<file path="config.mk">
export PLATFORM = sky130hd
export DESIGN_NAME = calc_alu_sequencer
export DESIGN_NICKNAME = d
export VERILOG_FILES = /design/src/rtl/calc_pkg.sv /design/src/rtl/calc_iter_unit.sv /design/src/rtl/calc_alu_sequencer.sv
export SDC_FILE = /design/constraint.sdc
export NUM_CORES = 1
export LEC_CHECK = 0
export CAP_MARGIN = 20
export CORE_UTILIZATION = 63
export DETAILED_ROUTE_END_ITERATION = 10
export GPL_TIMING_DRIVEN = 0
export PLACE_DENSITY = 0.87
export SYNTH_ARGS = -nofsm -noshare
export SYNTH_HDL_FRONTEND = slang
export SYNTH_SLANG_ARGS = --single-unit
</file>
<file path="constraint.sdc">
create_clock -name clk -period 5.6 [get_ports clk]
set_input_delay 1.12 -clock clk [delete_from_list [all_inputs] [get_ports clk]]
set_output_delay 1.12 -clock clk [all_outputs]
set_load 0.02 [all_outputs]
</file>
<file path="src/rtl/calc_pkg.sv">
// Shared constants for the calculator arithmetic engine:
// opcodes, error pattern and sequencer state encoding.
package calc_pkg;

  localparam int CALC_WIDTH = 16;

  localparam logic [CALC_WIDTH-1:0] ERR_PATTERN_DEF = 16'hEEEE;

  localparam logic [3:0] OP_ADD = 4'hA;
  localparam logic [3:0] OP_SUB = 4'hB;
  localparam logic [3:0] OP_MUL = 4'hC;
  localparam logic [3:0] OP_DIV = 4'hD;

  typedef enum logic [2:0] {
    IDLE   = 3'd0,
    ADDSUB = 3'd1,
    MUL    = 3'd2,
    DIV    = 3'd3,
    FINISH = 3'd4
  } state_t;

endpackage

</file>
<file path="src/rtl/calc_iter_unit.sv">
// Shared shift register + WIDTH+1 bit adder for shift-add multiply and restoring divide.
// Ports: clk, rst, load (capture op_a/op_b), step (one iteration), div_mode, hi/lo state.
module calc_iter_unit #(
  parameter int WIDTH = 16
) (
  input  logic             clk,
  input  logic             rst,
  input  logic             load,
  input  logic             step,
  input  logic             div_mode,
  input  logic [WIDTH-1:0] op_a,
  input  logic [WIDTH-1:0] op_b,
  output logic [WIDTH-1:0] hi,
  output logic [WIDTH-1:0] lo
);

  logic [WIDTH-1:0] b_q;
  logic [WIDTH:0]   x;
  logic [WIDTH:0]   y;
  logic [WIDTH:0]   s;
  logic [WIDTH-1:0] hi_n;
  logic [WIDTH-1:0] lo_n;

  // mul: hi accumulates, product bits shift down into lo.
  // div: {hi,lo} shifts left, trial subtract decides each quotient bit.
  always_comb begin
    x    = '0;
    y    = '0;
    s    = '0;
    hi_n = hi;
    lo_n = lo;
    if (div_mode) begin
      x = {hi, lo[WIDTH-1]};
      y = {1'b0, b_q};
      s = x - y;
      // hi < divisor always, so bit WIDTH is a clean borrow flag
      hi_n = s[WIDTH] ? x[WIDTH-1:0] : s[WIDTH-1:0];
      lo_n = {lo[WIDTH-2:0], ~s[WIDTH]};
    end else begin
      x = {1'b0, hi};
      y = lo[0] ? {1'b0, b_q} : '0;
      s = x + y;
      hi_n = s[WIDTH:1];
      lo_n = {s[0], lo[WIDTH-1:1]};
    end
  end

  always_ff @(posedge clk) begin
    if (rst) begin
      hi  <= '0;
      lo  <= '0;
      b_q <= '0;
    end else if (load) begin
      hi  <= '0;
      lo  <= op_a;
      b_q <= op_b;
    end else if (step) begin
      hi <= hi_n;
      lo <= lo_n;
    end
  end

endmodule

</file>
<file path="src/rtl/calc_alu_sequencer.sv">
// Multi-cycle +,-,*,/ engine for the keypad calculator.
// Ports: clk, rst, start/opcode/op1/op2 in; busy, done, result, remainder, error out.
module calc_alu_sequencer
  import calc_pkg::*;
#(
  parameter int             WIDTH       = CALC_WIDTH,
  parameter logic [WIDTH-1:0] ERR_PATTERN = ERR_PATTERN_DEF
) (
  input  logic             clk,
  input  logic             rst,
  input  logic             start,
  input  logic [3:0]       opcode,
  input  logic [WIDTH-1:0] op1,
  input  logic [WIDTH-1:0] op2,
  output logic             busy,
  output logic             done,
  output logic [WIDTH-1:0] result,
  output logic [WIDTH-1:0] remainder,
  output logic             error
);

  localparam int CW = $clog2(WIDTH) + 1;

  state_t           state;
  state_t           state_n;
  logic [3:0]       opc_q;
  logic [WIDTH-1:0] a_q;
  logic [WIDTH-1:0] b_q;
  logic [CW-1:0]    cnt;
  logic             last;
  logic             accept;
  logic             fin;
  logic             err_n;
  logic [WIDTH-1:0] result_n;
  logic [WIDTH-1:0] rem_n;
  logic [WIDTH:0]   sum;
  logic [WIDTH:0]   diff;
  logic             it_step;
  logic             it_div;
  logic [WIDTH-1:0] it_hi;
  logic [WIDTH-1:0] it_lo;

  // FINISH is the done cycle, so a new request is taken there too
  assign accept  = start && (state == IDLE || state == FINISH);
  assign last    = (cnt == CW'(WIDTH));
  assign it_div  = (state == DIV);
  assign it_step = (state == MUL || state == DIV) && !last;
  assign busy    = (state == ADDSUB || state == MUL || state == DIV);
  assign done    = (state == FINISH);

  calc_iter_unit #(
    .WIDTH(WIDTH)
  ) u_iter (
    .clk     (clk),
    .rst     (rst),
    .load    (accept),
    .step    (it_step),
    .div_mode(it_div),
    .op_a    (op1),
    .op_b    (op2),
    .hi      (it_hi),
    .lo      (it_lo)
  );

  always_ff @(posedge clk) begin
    if (rst) begin
      state <= IDLE;
    end else begin
      state <= state_n;
    end
  end

  // Single-cycle outcomes (add, sub, bad opcode, div by zero)
  // all pass through ADDSUB so they share the 2-cycle latency.
  always_comb begin
    state_n  = state;
    fin      = 1'b0;
    err_n    = 1'b0;
    result_n = '0;
    rem_n    = '0;
    sum      = {1'b0, a_q} + {1'b0, b_q};
    diff     = {1'b0, a_q} - {1'b0, b_q};
    unique case (state)
      IDLE, FINISH: begin
        state_n = IDLE;
        if (start) begin
          unique case (1'b1)
            (opcode == OP_MUL):
              state_n = MUL;
            (opcode == OP_DIV && op2 != '0):
              state_n = DIV;
            default:
              state_n = ADDSUB;
          endcase
        end
      end
      ADDSUB: begin
        fin     = 1'b1;
        state_n = FINISH;
        case (opc_q)
          OP_ADD: begin
            err_n    = sum[WIDTH];
            result_n = sum[WIDTH-1:0];
          end
          OP_SUB: begin
            err_n    = diff[WIDTH];
            result_n = diff[WIDTH-1:0];
          end
          default: err_n = 1'b1;
        endcase
      end
      MUL: begin
        if (last) begin
          fin      = 1'b1;
          state_n  = FINISH;
          err_n    = |it_hi;
          result_n = it_lo;
        end
      end
      DIV: begin
        if (last) begin
          fin      = 1'b1;
          state_n  = FINISH;
          result_n = it_lo;
          rem_n    = it_hi;
        end
      end
      default: state_n = IDLE;
    endcase
    if (err_n) begin
      result_n = ERR_PATTERN;
      rem_n    = '0;
    end
  end

  always_ff @(posedge clk) begin
    if (rst) begin
      opc_q     <= '0;
      a_q       <= '0;
      b_q       <= '0;
      cnt       <= '0;
      result    <= '0;
      remainder <= '0;
      error     <= 1'b0;
    end else begin
      if (accept) begin
        opc_q <= opcode;
        a_q   <= op1;
        b_q   <= op2;
        cnt   <= '0;
        error <= 1'b0;
      end else if (it_step) begin
        cnt <= cnt + 1'b1;
      end
      if (fin) begin
        result    <= result_n;
        remainder <= rem_n;
        error     <= err_n;
      end
    end
  end

endmodule

</file>
==> impl_metrics.csv, run 1 <==
group,metric,value,unit
critical_path,start_kind,"register",
clock_tree,cts_setup_buffers,0,
pwr,p_per_area,231,nW/um^2
grt,grt_usage,0.401,
final_layout,antennaDiodeCount,0,
final_layout,area_delta_synth_final,16.0,%
pwr,p_leak,3.49,nW
sta,min_period_over_period,0.678,
status,outcome,"finished clean",
routing,via_per_inst,6.53,
die,start_util,0.646,
synthesis,synth_cell_types,71,
clock_tree,cts_tree,"yes",
synthesis,synth_nets,1125,
synthesis,netlist.area_leader.share,0.282,
pwr,comb_power_share,0.258,
clock_tree,htreeDepth,3,
clock_tree,ctsResizeCount,0,
die,pin_count,74,
synthesis,synth_flop_cell,"dfxtp_1",
pwr,clock_power_share,0.333,
clock_tree,clk_path_buf_depth,2,
synthesis,synthCells,1016,
synthesis,synth_area_leaders,"dfxtp_1 28%, ha_1 11%, a21oi_1 9.1%",
sta,clock_skew,7.13,ps
pwr,switchingPower,0.688,mW
final_layout,nets,1209,
synthesis,ys_seq_area_frac,0.282,
sta,hold_slack,478,ps
critical_path,setup.worst_path.start,"u_iter.lo[0]$_SDFFE_PP0P_",
die,num_rows,40,
routing,routed-via-count,8171,
sta,rsz0062_at_grt,"no",
synthesis,synthesis.area,7730,um^2
routing,drtPass1Iterations,5,
critical_path,arrival,4020,ps
critical_path,timing.rr.start,"u_iter.lo[0]$_SDFFE_PP0P_",
pwr,p_int,1.39,mW
synthesis,yosysTopAreaCell,"dfxtp_1",
critical_path,crit_type,"reg2reg",
grt,grt_max_degree,21,
sta,fin_crit,3800,ps
synthesis,async_reset_ff_frac,0,
sta,setup_viol,0,
sta,tightest_slew,817,ps
run,maxCapViolations,0,
pwr,ir_drop,0.000170,V
placement,dp_hpwl,19.3,mm
routing,drt_iter0_markers,1083,
final_layout,final_cell_mix,"150 x nand2_1, 140 x a21oi_1, 109 x dfxtp_1, 79 x nor2_1, 73 x clkdlybuf4s50_1",
routing,ant_nets,0,
sta,setup-tns-final,0,ps
die,die-area,12700,um^2
grt,grt_antenna_before_repair,0,
die,coreArea,12000,um^2
sta,max_freq,263,MHz
grt,grt_pass1_wl,39.3,mm
placement,io_buffers,73,
die,die_y,113,um
clock_tree,clkTransAtPathRegs,70,ps
pwr,power,2.07,mW
synthesis,synth_seq_cells,109,
grt,grt_pass1_vias,7480,
synthesis,synth.avg_cell_area,7.60,um^2
sta,hold_viol,0,
sta,finalMaxSlewViolations,0,
clock_tree,cts_buffers,9,
critical_path,end_kind,"register",
routing,drc,0,
min_path,worstHoldStart,"opc_q[1]$_SDFFE_PP0P_",
sta,relSlewSlack,0.453,
final_layout,layout_commonest_cell,"nand2_1",
clock_tree,root_buffer,"clkbuf_16",
clock_tree,clock_sinks,109,
clock_tree,clk_latency,370,ps
clock_tree,holdBufCountCts,0,
die,dieWidth,113,um
synthesis,synth_edf_count,0,
placement,gp_congestion,0.966,
pwr,pwr-share-seq,0.410,
pwr,p_sw_frac,0.332,
critical_path,required,5820,ps
critical_path,critPathMaxFanout,10,
final_layout,drive_gt1_frac,0.0380,
synthesis,yosys_warnings,0,
grt,grt_overflow,0,
routing,drt-total-wl,24.9,mm
min_path,min_path_type,"reg2reg",
routing,avgRoutedWirePerCell,19.9,um
-- metal layers --
layer	global-route usage	share of wire	vias to the layer above
met5	0	0	-
met4	0.161	0.039	0
met3	0.109	0.12	85
met2	0.597	0.42	478
met1	0.549	0.43	3795
li1	-	-	3813
-- worst paths after layout --
kind                                              endpoint  slack, ps  depth (start not counted)
worst max-delay path            u_iter.hi[15]$_SDFFE_PP0P_       1800                         11
worst min-delay path                 opc_q[1]$_SDFFE_PP0P_        480                          2
worst max register to register  u_iter.hi[15]$_SDFFE_PP0P_       1800                         11
worst min register to register       opc_q[1]$_SDFFE_PP0P_        480                          2
-- kinds of logic (layout without fill, tap and decap cells) --
logic type               Yosys count  after routing  share of synthesized area
AND/OR/NAND/NOR                  364            364                      0.219
AO/OA/AOI/OAI                    326            326                      0.272
flip-flops                       109            109                      0.282
buffers and inverters             97            186                     0.0496
adder cells (fa/ha/maj)           70             70                      0.117
XOR/XNOR                          33             33                     0.0374
multiplexers                      17             17                     0.0225
-- cells in the mapped netlist (all sizes together), types with 3 or more instances --
cell,number
nor2b,14
mux2i,14
and2,22
a22oi,21
a31o,3
nor3,19
xnor2,24
nor4,9
nand2b,12
or2,4
a41oi,8
inv,38
o221ai,3
nor2,79
o21a,13
clkbuf,48
o21bai,4
a22o,3
xor2,9
o31a,4
or3,8
o31ai,7
nand2,150
nand4,5
o2111ai,5
a21o,10
o211ai,10
buf,11
a31oi,6
nand3b,5
and3,8
a222oi,4
mux2,3
nand3,16
a221oi,4
o21ai,42
a211oi,17
a21oi,141
nor3b,6
dfxtp,109
fa,4
ha,66
-- critical path: stages, from the launching register on --
cell	delay [ps]
dfxtp_1	310
clkbuf_1	370
and2_1	210
ha_1	270
nor2b_1	170
o31ai_1	640
a21oi_1	220
o41ai_1	600
o21ai_0	290
a211oi_1	300
or3_1	160
a41oi_1	100
-- state kept, by name, summed over array words and instances, names as in the netlist --
register and cells:
a_q 16, remainder 16, result 16, u_iter.b_q 16, u_iter.hi 16, u_iter.lo 16
cnt 5, opc_q 4, state 3, error 1
-- metrics by stage --
stage | cells | util | worst slack [ps] | instance area, um^2
finish | 1252 | 0.749 | 1800 | 8960
global route | 1252 | 0.749 | 1640 | 8960
CTS | 1252 | 0.749 | 2000 | 8960
detailed placement | 1236 | 0.722 | 2030 | 8640
global placement | 1236 | 0.722 | 2100 | 8640
floorplan | 1016 | - | 2660 | 7730
-- power groups by stage --
stage          clock [mW]  combinational (mW)  sequential [mW]
3_5_place_dp            0               0.516            0.865
5_1_grt             0.719               0.579            0.852
6_report            0.690               0.535            0.849
2_1_floorplan           0               0.349            0.862
4_1_cts             0.685               0.520            0.847
3_3_place_gp            0               0.508            0.864
-- cell type report --
type,count,area [um^2]
multi-input cells,810,5160
fillers,953,3000
flip-flops and latches,109,2180
repair buffers,73,731
plain buffers,59,240
clock buffers,9,225
well taps,147,184
inverters,38,143
clock inverters,7,93.8
(Power assumes the default switching activity.)
==> inputs of run 2 (changes only) <==
--- a/config.mk
+++ b/config.mk
@@ -6,10 +6,10 @@
 export NUM_CORES = 1
 export LEC_CHECK = 0
 export CAP_MARGIN = 20
-export CORE_UTILIZATION = 63
+export CORE_UTILIZATION = 53
 export DETAILED_ROUTE_END_ITERATION = 10
 export GPL_TIMING_DRIVEN = 0
-export PLACE_DENSITY = 0.87
+export PLACE_DENSITY = 0.78
 export SYNTH_ARGS = -nofsm -noshare
 export SYNTH_HDL_FRONTEND = slang
 export SYNTH_SLANG_ARGS = --single-unit
==> constraint.sdc (replaced) <==
create_clock -name clk -period 3.15 [get_ports clk]
set_input_delay 0.63 -clock clk [delete_from_list [all_inputs] [get_ports clk]]
set_output_delay 0.63 -clock clk [all_outputs]
set_load 0.02 [all_outputs]
==> impl_metrics.csv, run 2 (synthesis results as in run 1) <==
group,metric,value,unit
critical_path,r2r_slack,50,ps
critical_path,critPathMaxFanout,10,
sta,finalMaxSlewViolations,0,
clock_tree,clock_sinks,109,
min_path,hold_end,"opc_q[2]$_SDFFE_PP0P_",
sta,clock_skew,11.3,ps
pwr,power,3.61,mW
routing,drc,0,
grt,grt_antenna_before_repair,0,
grt,grt_max_degree,19,
critical_path,crit_type,"reg2reg",
grt,grt_overflow,0,
routing,avgRoutedWirePerCell,19.5,um
placement,gp_congestion,1.00,
final_layout,final_cell_mix,"150 x nand2_1, 138 x a21oi_1, 102 x dfxtp_1, 79 x nor2_1, 73 x clkdlybuf4s50_1",
grt,grt_usage,0.336,
grt,grt_pass1_vias,7013,
placement,pre_cts_slack,-404,ps
clock_tree,clk_latency,360,ps
die,num_rows,43,
grt,grt_pass1_wl,38.0,mm
pwr,p_leak,3.53,nW
critical_path,r2r_end,"u_iter.hi[13]$_SDFFE_PP0P_",
run,maxCapViolations,0,
sta,relSlewSlack,0.412,
final_layout,layout_commonest_cell,"nand2_1",
critical_path,start_kind,"register",
pwr,ir_drop,0.000360,V
clock_tree,cts_tree,"yes",
sta,tightest_slew,879,ps
final_layout,nets,1217,
clock_tree,clkTransAtPathRegs,80,ps
placement,dp_hpwl,19.4,mm
critical_path,end_kind,"register",
final_layout,drive_gt1_frac,0.0629,
critical_path,setup.worst_path.start,"u_iter.lo[15]$_SDFFE_PP0P_",
die,start_util,0.550,
final_layout,fin_util,0.650,
final_layout,area_delta_synth_final,18.2,%
sta,worst_slack,53.2,ps
die,pin_count,74,
clock_tree,holdBufCountCts,0,
routing,drt_iter0_markers,1145,
clock_tree,cts_buffers,9,
routing,drt-total-wl,25.2,mm
final_layout,antennaDiodeCount,0,
clock_tree,htreeDepth,3,
pwr,p_per_area,395,nW/um^2
routing,routed-via-count,8119,
sta,max_freq,323,MHz
die,dieWidth,123,um
sta,min_period_over_period,0.983,
sta,hold_viol,0,
min_path,min_path_type,"reg2reg",
routing,ant_nets,0,
min_path,worstHoldStart,"opc_q[2]$_SDFFE_PP0P_",
sta,setup_viol,0,
die,die-area,15100,um^2
critical_path,r2r_cells,12,
critical_path,required,3440,ps
sta,fin_crit,3100,ps
sta,setup-tns-final,0,ps
die,die_y,123,um
min_path,hold_depth,2,
critical_path,timing.rr.start,"u_iter.lo[15]$_SDFFE_PP0P_",
clock_tree,clk_path_buf_depth,2,
routing,drtPass1Iterations,5,
die,coreArea,14000,um^2
status,outcome,"finished clean",
routing,via_per_inst,6.28,
clock_tree,root_buffer,"clkbuf_16",
critical_path,arrival,3390,ps
placement,io_buffers,73,
==> run 2: changes by cell type in the layout (fill, tap and decap cells not counted), sizes merged <==
cell,delta
buf,+9
bufinv,-1
clkbuf,+1
clkinv,-1
==> run 2: worst max-delay path by stage <==
stage | endpoint | slack (ps) | depth (start not counted)
after global routing | u_iter.hi[15]$_SDFFE_PP0P_ | -40 | 12
after CTS | u_iter.hi[6]$_SDFFE_PP0P_ | 6 | 11
after floorplan | u_iter.hi[3]$_SDFFE_PP0P_ | 210 | 12
after global placement | u_iter.hi[15]$_SDFFE_PP0P_ | -350 | 11
after detailed placement | u_iter.hi[15]$_SDFFE_PP0P_ | -400 | 11
final | u_iter.hi[13]$_SDFFE_PP0P_ | 50 | 12
==> run 2: cell type report <==
class / count / area, um^2
inverter: 38 / 145
fill: 1293 / 4910
buffer: 58 / 238
clock buffer: 11 / 233
tap: 180 / 225
clock inverter: 5 / 41.3
sequential: 109 / 2190
multi-input combinational: 810 / 5260
timing repair buffer: 82 / 798
==> run 2: critical path, stage by stage, from the launching register on <==
cell	delay, ps
dfxtp_2	360
inv_4	40
ha_4	150
fa_2	340
and2b_2	270
o31ai_4	100
a2111o_1	430
a2111o_1	440
o211ai_4	140
buf_4	250
o211ai_1	150
o221a_2	190
a21oi_1	150
==> run 2: repair_timing <==
| action | in CTS | in global routing |
|---|---|---|
| pin swaps | 4 | 5 |
| gates cloned | 1 | 0 |
| endpoints found under the setup margin | 32 | 18 |
| setup buffers | 4 | 4 |
| resized for setup | 17 | 13 |
==> run 2: layer usage <==
layer / track usage / wire, um / up-vias
met3: 0.0651 / 2580 / 54
li1: - / - / 3832
met4: 0.139 / 799 / 0
met5: 0 / 0 / -
met2: 0.482 / 10500 / 421
met1: 0.486 / 11300 / 3812
==> run 2: metrics by stage <==
step	hold slack (ps)	instance area (um^2)	cells
finish	456	9130	1293
global route	492	9130	1293
CTS	460	9060	1289
detailed placement	450	8680	1269
global placement	442	8680	1269
floorplan	431	7730	1016
==> run 2: power breakdown <==
| part | switching [mW] | internal (mW) | total [mW] |
|---|---|---|---|
| Clock | 0.552 | 0.548 | 1.10 |
| Sequential | 0.0712 | 1.44 | 1.51 |
| Combinational | 0.585 | 0.408 | 0.992 |
==> inputs of run 3 (changes only) <==
--- a/config.mk
+++ b/config.mk
@@ -6,6 +6,7 @@
 export NUM_CORES = 1
 export LEC_CHECK = 0
 export CAP_MARGIN = 20
+export CORE_ASPECT_RATIO = 0.8
 export CORE_UTILIZATION = 53
 export DETAILED_ROUTE_END_ITERATION = 10
 export GPL_TIMING_DRIVEN = 0
==> impl_metrics.csv, run 3 (synthesis results as in run 1) <==
group,metric,value,unit
status,outcome,"finished, violations left",
status,violations,"negative setup slack",
sta,rsz0062_at_grt,"yes",
pwr,p_per_area,408,nW/um^2
final_layout,antennaDiodeCount,0,
final_layout,n_fill_cell,1309,
sta,tightest_slew,815,ps
final_layout,fin_util,0.654,
critical_path,critPathMaxFanout,6,
critical_path,end_kind,"register",
critical_path,required,3410,ps
critical_path,start_kind,"register",
routing,drtPass1Iterations,6,
die,start_util,0.542,
routing,drc,0,
sta,clock_skew,14.6,ps
die,die_y,110,um
grt,grt_overflow,0,
grt,grt_usage,0.356,
critical_path,arrival,3510,ps
clock_tree,clk_path_buf_depth,2,
critical_path,crit_type,"reg2reg",
routing,ant_nets,0,
clock_tree,clkTransAtPathRegs,80,ps
grt,grt_antenna_before_repair,0,
die,pin_count,74,
die,dieWidth,137,um
clock_tree,clk_latency,370,ps
sta,finalMaxSlewViolations,0,
routing,drt_iter0_markers,934,
clock_tree,htreeDepth,3,
sta,setup-tns-final,-697,ps
sta,min_period_over_period,1.03,
clock_tree,holdBufCountCts,0,
min_path,min_path_type,"reg2reg",
routing,drt-total-wl,26.0,mm
final_layout,stdcell_count,1306,
final_layout,layout_commonest_cell,"nand2_1",
placement,io_buffers,73,
final_layout,area_delta_synth_final,20.6,%
clock_tree,clock_sinks,109,
final_layout,nets,1226,
sta,setup_viol,13,
placement,dpl.cell_count,1273,
die,die-area,15100,um^2
clock_tree,cts_buffers,9,
sta,fin_crit,3240,ps
die,num_rows,39,
pwr,ir_drop,0.000353,V
grt,grt_max_degree,22,
clock_tree,cts_tree,"yes",
final_layout,drive_gt1_frac,0.0784,
final_layout,final_cell_mix,"150 x nand2_1, 137 x a21oi_1, 104 x dfxtp_1, 79 x nor2_1, 73 x clkdlybuf4s50_1",
die,coreArea,14200,um^2
sta,worst_slack,-92.7,ps
placement,gp_congestion,0.977,
sta,max_freq,308,MHz
pwr,power,3.81,mW
run,maxCapViolations,0,
sta,hold_viol,0,
clock_tree,root_buffer,"clkbuf_16",
pwr,p_leak,3.61,nW
routing,via_per_inst,6.25,
placement,dp_hpwl,19.8,mm
grt,grt_pass1_vias,7288,
routing,avgRoutedWirePerCell,19.9,um
sta,relSlewSlack,0.455,
grt,grt_pass1_wl,40.2,mm
routing,routed-via-count,8163,
run 3: cell types whose count changed in the layout (fill, tap and decap cells not counted), sizes merged:
cell / before / now
inv: 41 / 42
clkinvlp: 1 / 0
clkbuf: 58 / 56
buf: 20 / 29
clkinv: 1 / 3
run 3: report_power, final:
part | leakage, nW | internal, mW | switching (mW)
Clock | 0.150 | 0.568 | 0.633
Sequential | 0.892 | 1.44 | 0.0743
Combinational | 2.57 | 0.459 | 0.630
run 3: metal layers:
metal	part of all wire	GRT usage	wire (um)
met1	0.44	0.504	11400
met2	0.41	0.516	10700
met3	0.13	0.111	3420
met4	0.019	0.0965	496
met5	0	0	0
run 3: path summary, 6_finish.rpt:
path                                            startpoint                        end  slack [ps]  depth (start not counted)
worst max-delay path            u_iter.lo[15]$_SDFFE_PP0P_  u_iter.hi[5]$_SDFFE_PP0P_         -90                         13
worst min-delay path                 opc_q[3]$_SDFFE_PP0P_      opc_q[3]$_SDFFE_PP0P_         470                          2
worst max register to register  u_iter.lo[15]$_SDFFE_PP0P_  u_iter.hi[5]$_SDFFE_PP0P_         -90                         13
worst min register to register       opc_q[3]$_SDFFE_PP0P_      opc_q[3]$_SDFFE_PP0P_         470                          2
run 3: repair_timing:
| item | 4_1_cts | 5_1_grt |
|---|---|---|
| endpoints found under the setup margin | 32 | 34 |
| gates resized for setup | 29 | 19 |
| buffers inserted | 17 | 3 |
| pin swaps | 10 | 12 |
run 3: metrics by stage:
stage / hold slack, ps / area [um^2] / setup WS (ps)
after floorplan: 431 / 7730 / 205
after global placement: 442 / 8690 / -349
after detailed placement: 451 / 8690 / -301
after CTS: 462 / 9220 / -101
after global routing: 476 / 9320 / -161
final: 465 / 9320 / -92.7
run 3: critical path: stages (launching register included):
cell	delay, ps
dfxtp_2	340
inv_2	50
ha_4	160
fa_2	360
and2b_2	270
o31ai_4	70
a2111o_1	460
a2111o_1	460
o211ai_4	130
buf_6	180
buf_6	140
mux2i_2	220
o21ai_1	80
a22o_1	190
run 3: layout make-up:
class | instances | area, um^2 | share of cell area
plain buffers | 57 | 230 | 0.0247
clock buffers | 9 | 225 | 0.0242
clock inverters | 7 | 77.6 | 0.00833
inverters | 38 | 143 | 0.0153
multi-input cells | 810 | 5320 | 0.571
flip-flops and latches | 109 | 2190 | 0.235
well taps | 184 | 230 | 0.0247
repair buffers | 92 | 901 | 0.0967
